--- src/rtl/nios_cpu_oci_dct_packer.sv ---
// Packs 2-bit direct-control-transfer trace codes into 15-slot words and hands
// completed or flushed words to a single-entry frame register for the trace port.
module nios_cpu_oci_dct_packer (
    input  logic        clk,
    input  logic        reset,
    input  logic        trc_on,
    input  logic        dct_valid,
    input  logic [1:0]  dct_code,
    input  logic        flush_req,
    input  logic        frame_ready,
    output logic [29:0] dct_buffer,
    output logic [3:0]  dct_count,
    output logic        frame_valid,
    output logic [33:0] frame_data,
    output logic        overflow
);

    logic [29:0] buf_q, buf_d;
    logic [3:0]  cnt_q, cnt_d;
    logic        fv_q, fv_d;
    logic [33:0] fd_q, fd_d;
    logic        ovf_q, ovf_d;
    logic        pend_q, pend_d;
    logic        trc_q, trc_d;

    logic frame_free;
    logic full;
    logic code_in;
    logic flush_evt;
    logic flush_any;

    always_comb begin
        frame_free = !fv_q || frame_ready;
        full       = (cnt_q == 4'd15);
        code_in    = dct_valid && trc_on;
        flush_evt  = flush_req || (trc_q && !trc_on);
        flush_any  = flush_evt || pend_q;

        buf_d  = buf_q;
        cnt_d  = cnt_q;
        fv_d   = fv_q && !frame_ready;
        fd_d   = fd_q;
        ovf_d  = ovf_q;
        pend_d = pend_q;
        trc_d  = trc_on;

        if (full && frame_free) begin
            // Full word moves out first; an incoming code starts the fresh word,
            // and any flush then refers to whatever that fresh word holds.
            fd_d  = {4'hF, buf_q};
            fv_d  = 1'b1;
            buf_d = code_in ? {28'b0, dct_code} : 30'b0;
            cnt_d = code_in ? 4'd1 : 4'd0;
            if (flush_any) begin
                pend_d = code_in;
            end
        end else if (full) begin
            if (code_in) begin
                ovf_d = 1'b1;
            end
            if (flush_evt) begin
                pend_d = 1'b1;
            end
        end else begin
            if (code_in) begin
                buf_d = {buf_q[27:0], dct_code};
                cnt_d = cnt_q + 4'd1;
            end
            // A flush sees the word including this cycle's accepted code.
            if (flush_any) begin
                if (cnt_d == 4'd0) begin
                    pend_d = 1'b0;
                end else if (frame_free) begin
                    fd_d   = {cnt_d, buf_d};
                    fv_d   = 1'b1;
                    buf_d  = 30'b0;
                    cnt_d  = 4'd0;
                    pend_d = 1'b0;
                end else begin
                    pend_d = 1'b1;
                end
            end
        end
    end

    always_ff @(posedge clk or posedge reset) begin
        if (reset) begin
            buf_q  <= 30'b0;
            cnt_q  <= 4'd0;
            fv_q   <= 1'b0;
            fd_q   <= 34'b0;
            ovf_q  <= 1'b0;
            pend_q <= 1'b0;
            trc_q  <= 1'b0;
        end else begin
            buf_q  <= buf_d;
            cnt_q  <= cnt_d;
            fv_q   <= fv_d;
            fd_q   <= fd_d;
            ovf_q  <= ovf_d;
            pend_q <= pend_d;
            trc_q  <= trc_d;
        end
    end

    assign dct_buffer  = buf_q;
    assign dct_count   = cnt_q;
    assign frame_valid = fv_q;
    assign frame_data  = fd_q;
    assign overflow    = ovf_q;

endmodule

--- config.mk ---
export PLATFORM = sky130hd
export DESIGN_NAME = nios_cpu_oci_dct_packer
export DESIGN_NICKNAME = d
export VERILOG_FILES = /design/src/rtl/nios_cpu_oci_dct_packer.sv
export SDC_FILE = /design/constraint.sdc
export NUM_CORES = 1
export LEC_CHECK = 0
export BUFFER_PORTS_ARGS = -buffer_cell sky130_fd_sc_hd__buf_4
export CAP_MARGIN = 20
export CORE_ASPECT_RATIO = 0.8
export CORE_MARGIN = 2
export CORE_UTILIZATION = 57
export CTS_BUF_LIST = sky130_fd_sc_hd__clkbuf_8
export DETAILED_ROUTE_END_ITERATION = 10
export PLACE_DENSITY = 0.83
export SYNTH_ARGS = -nofsm -noshare
export SYNTH_HDL_FRONTEND = slang
export SYNTH_SLANG_ARGS = --single-unit
--- constraint.sdc ---
create_clock -name clk -period 2.35 [get_ports clk]
set_input_delay 0.3525 -clock clk [delete_from_list [all_inputs] [get_ports clk]]
set_output_delay 0.3525 -clock clk [all_outputs]
set_load 0.05 [all_outputs]
==> results.sh <==
export IMPL_outcome="complete, no violations"
export IMPL_max_slew_margin_pct=63.9
export IMPL_dieArea_mm2=0.00730
export IMPL_synth_top_family_by_area="compound AO/OA/AOI/OAI gates"
export IMPL_io_buffers=77
export IMPL_grt_max_degree=31
export IMPL_syn_cell_area_mm2=0.00378
export IMPL_synthAdderAreaFrac_pct=0.331
export IMPL_setup_viol=0
export IMPL_cts_made_buffers=9
export IMPL_irDropWorstVdd_uv=689
export IMPL_mostFrequentLayoutCell="buf_4"
export IMPL_cp_start_kind="flop"
export IMPL_synth_edf_count=0
export IMPL_final_max_slew_viol_count=0
export IMPL_crit_fanout=19
export IMPL_chipWidth_um=95
export IMPL_synthCells=374
export IMPL_yosysWarningCount=0
export IMPL_clk_latency_ns=0.35
export IMPL_dp_hpwl_mm=6.60
export IMPL_cts_buffer_depth=2
export IMPL_final_cell_mix="95 x buf_4, 70 x dfrtp_1, 40 x nor2_1"
export IMPL_htree_levels=3
export IMPL_use_met2_pct=41.6
export IMPL_synthMuxAreaShare_pct=7.95
export IMPL_first_global_vias=3089
export IMPL_area_delta_synth_final_pct=24.6
export IMPL_wl_mm=9.67
export IMPL_grt_first_pass_wirelength_mm=15.6
export IMPL_initial_core_util_pct=58.9
export IMPL_wire_per_inst_um=17.7
export IMPL_swShare_pct=46.1
export IMPL_cts_tree="done"
export IMPL_syn_area_per_cell_um2=10.1
export IMPL_yosys_area_share_xor_xnor_pct=0.464
export IMPL_tns_ns=0
export IMPL_switchingPower_mw=2.23
export IMPL_power_frac_seq_pct=35.4
export IMPL_clkSinkCount=72
export IMPL_p_int_mw=2.60
export IMPL_nets=466
export IMPL_fillers=474
export IMPL_dieHeight_um=76.8
export IMPL_final_cell_area_mm2=0.00470
export IMPL_met1_usage_pct=39.3
export IMPL_power_leakage_nw=2.24
export IMPL_holdCritPathClass="input pin to flop"
export IMPL_path_clk_slew_ns=0.07
export IMPL_syn_nets=383
export IMPL_antenna_found_initial=0
export IMPL_synthSimpleGateAreaFrac_pct=10.6
export IMPL_cap_violations=0
export IMPL_gr_total_overflow=0
export IMPL_hold_path_depth=1
export IMPL_n_antenna_cell=0
export IMPL_dr_pass1_iters=5
export IMPL_route_vias_total=3286
export IMPL_placed_area_mm2=0.00450
export IMPL_crit_arrival_ns=2.52
export IMPL_grt_busiest_layer="met2"
export IMPL_fin_skew_ns=0.00836
export IMPL_synth_seq_cells=72
export IMPL_fin_crit_ns=2.26
export IMPL_use_met3_pct=8.15
export IMPL_timing_fmax_mhz=442
export IMPL_vias_per_cell=6.02
export IMPL_ys_flop_type="dfrtp_1"
export IMPL_path_class="flop to flop"
export IMPL_first_iter_violations=256
export IMPL_core_area_mm2=0.00641
export IMPL_hold_violations=0
export IMPL_rows=26
export IMPL_synth_compound_area_share_pct=25.7
export IMPL_worstMarginPinSlew_ns=0.542
export IMPL_power_frac_clock_pct=17.5
export IMPL_p_comb_share_pct=47.1
export IMPL_power_density_mw_per_mm2=1030
export IMPL_async_flop_share_pct=100
export IMPL_critPathCaptureType="flop"
export IMPL_cts_root_buf="clkbuf_8"
export IMPL_place_congestion=0.979
export IMPL_grt_usage_pct=27.6
export IMPL_pin_count=78
export IMPL_drtAntennaViolNets=0
export IMPL_fin_crit_sh_pct=96.2
export IMPL_ff2ff_path_depth=8
export IMPL_drive_above_1_share_pct=33.1
export IMPL_seq_area_frac_synth_pct=47.7
export IMPL_ys_types=36
export IMPL_drc=0
export IMPL_cp_required_ns=2.61
==> worst paths after layout <==
| check | end | from | slack, ns |
|---|---|---|---|
| max in group asynchronous | frame_data[14] | reset | 1.09 |
| hold / removal | trc_q | trc_on | 0.19 |
| setup reg to reg | frame_data[16] | dct_count[0] | 0.09 |
| hold reg to reg | overflow | overflow | 0.47 |
| min in group asynchronous | frame_data[19] | reset | 0.56 |
| setup / recovery | frame_data[16] | dct_count[0] | 0.09 |
==> cell usage after synthesis, drive strengths merged (6+ instances only) <==
cell	number	area [um2]
a21oi	8	40.0
nand2	33	124
inv	32	120
buf	11	90.1
a31oi	28	175
clkbuf	16	60.1
o21ai	40	204
nor2	41	154
nand3	6	35.0
dfrtp	72	1800
o221ai	30	450
mux2i	30	300
==> cells by family (layout without fill, tap and decap cells) <==
family | Yosys count | after routing
adder cells (fa/ha/maj) | 1 | 1
multiplexers | 30 | 30
AO/OA/AOI/OAI | 119 | 119
buffers and inverters | 59 | 147
flip-flops | 72 | 72
AND/OR/NAND/NOR | 91 | 91
XOR/XNOR | 2 | 2
==> power by group through the flow <==
stage / registers [mW] / logic [mW] / clock network, mW
6_report: 1.71 / 2.27 / 0.846
5_1_grt: 1.73 / 2.39 / 0.928
4_1_cts: 1.70 / 2.26 / 0.860
3_5_place_dp: 1.72 / 2.27 / 0
3_3_place_gp: 1.72 / 2.22 / 0
2_1_floorplan: 2.60 / 0.711 / 0
==> state kept, by name, indices dropped and copies added, names as in the netlist <==
name,cells
frame_valid,1
dct_count,4
overflow,1
trc_q,1
dct_buffer,30
frame_data,34
pend_q,1
==> per-layer routing <==
metal	part of all wire (%)	up-vias
li1	-	1521
met1	45	1605
met2	46	140
met3	8.1	20
met4	1.4	0
met5	0	-
==> worst max-delay path, cell delays in order (launching register included) <==
cell and delay, ns:
dfrtp_2 0.47, ha_1 0.34, nand4b_1 0.18, o31a_1 0.17
nor4_4 0.31, buf_4 0.18, o21ai_4 0.06, buf_4 0.25
o221ai_2 0.20
==> area by class of cell <==
type	instances	area (um2)	share of cell area (%)
inverter	32	120	2.55
tap	84	105	2.23
clock inverter	6	28.8	0.612
timing repair buffer	99	783	16.7
clock buffer	10	138	2.93
sequential	72	1800	38.4
multi-input combinational	243	1720	36.7
==> stage by stage <==
stage                     std cells  hold WS, ns  setup WS (ns)  utilization (%)  total power [mW]
after global routing            546        0.169        -0.0174             73.4              5.06
after detailed placement        526        0.355          0.146             70.2              3.98
final                           546        0.186         0.0881             73.4              4.83
after global placement          526        0.348          0.199             70.2              3.93
after floorplan                 374        0.384         0.0117                -              3.31
after CTS                       543        0.169          0.130             73.0              4.83
==> repair_timing <==
item,4_1_cts,5_1_grt
resized for setup,0,2
hold endpoints to repair,15,0
setup buffers,0,3
hold buffers,1,0
setup endpoints to repair,0,14
Power figures use the tool's default switching activity.
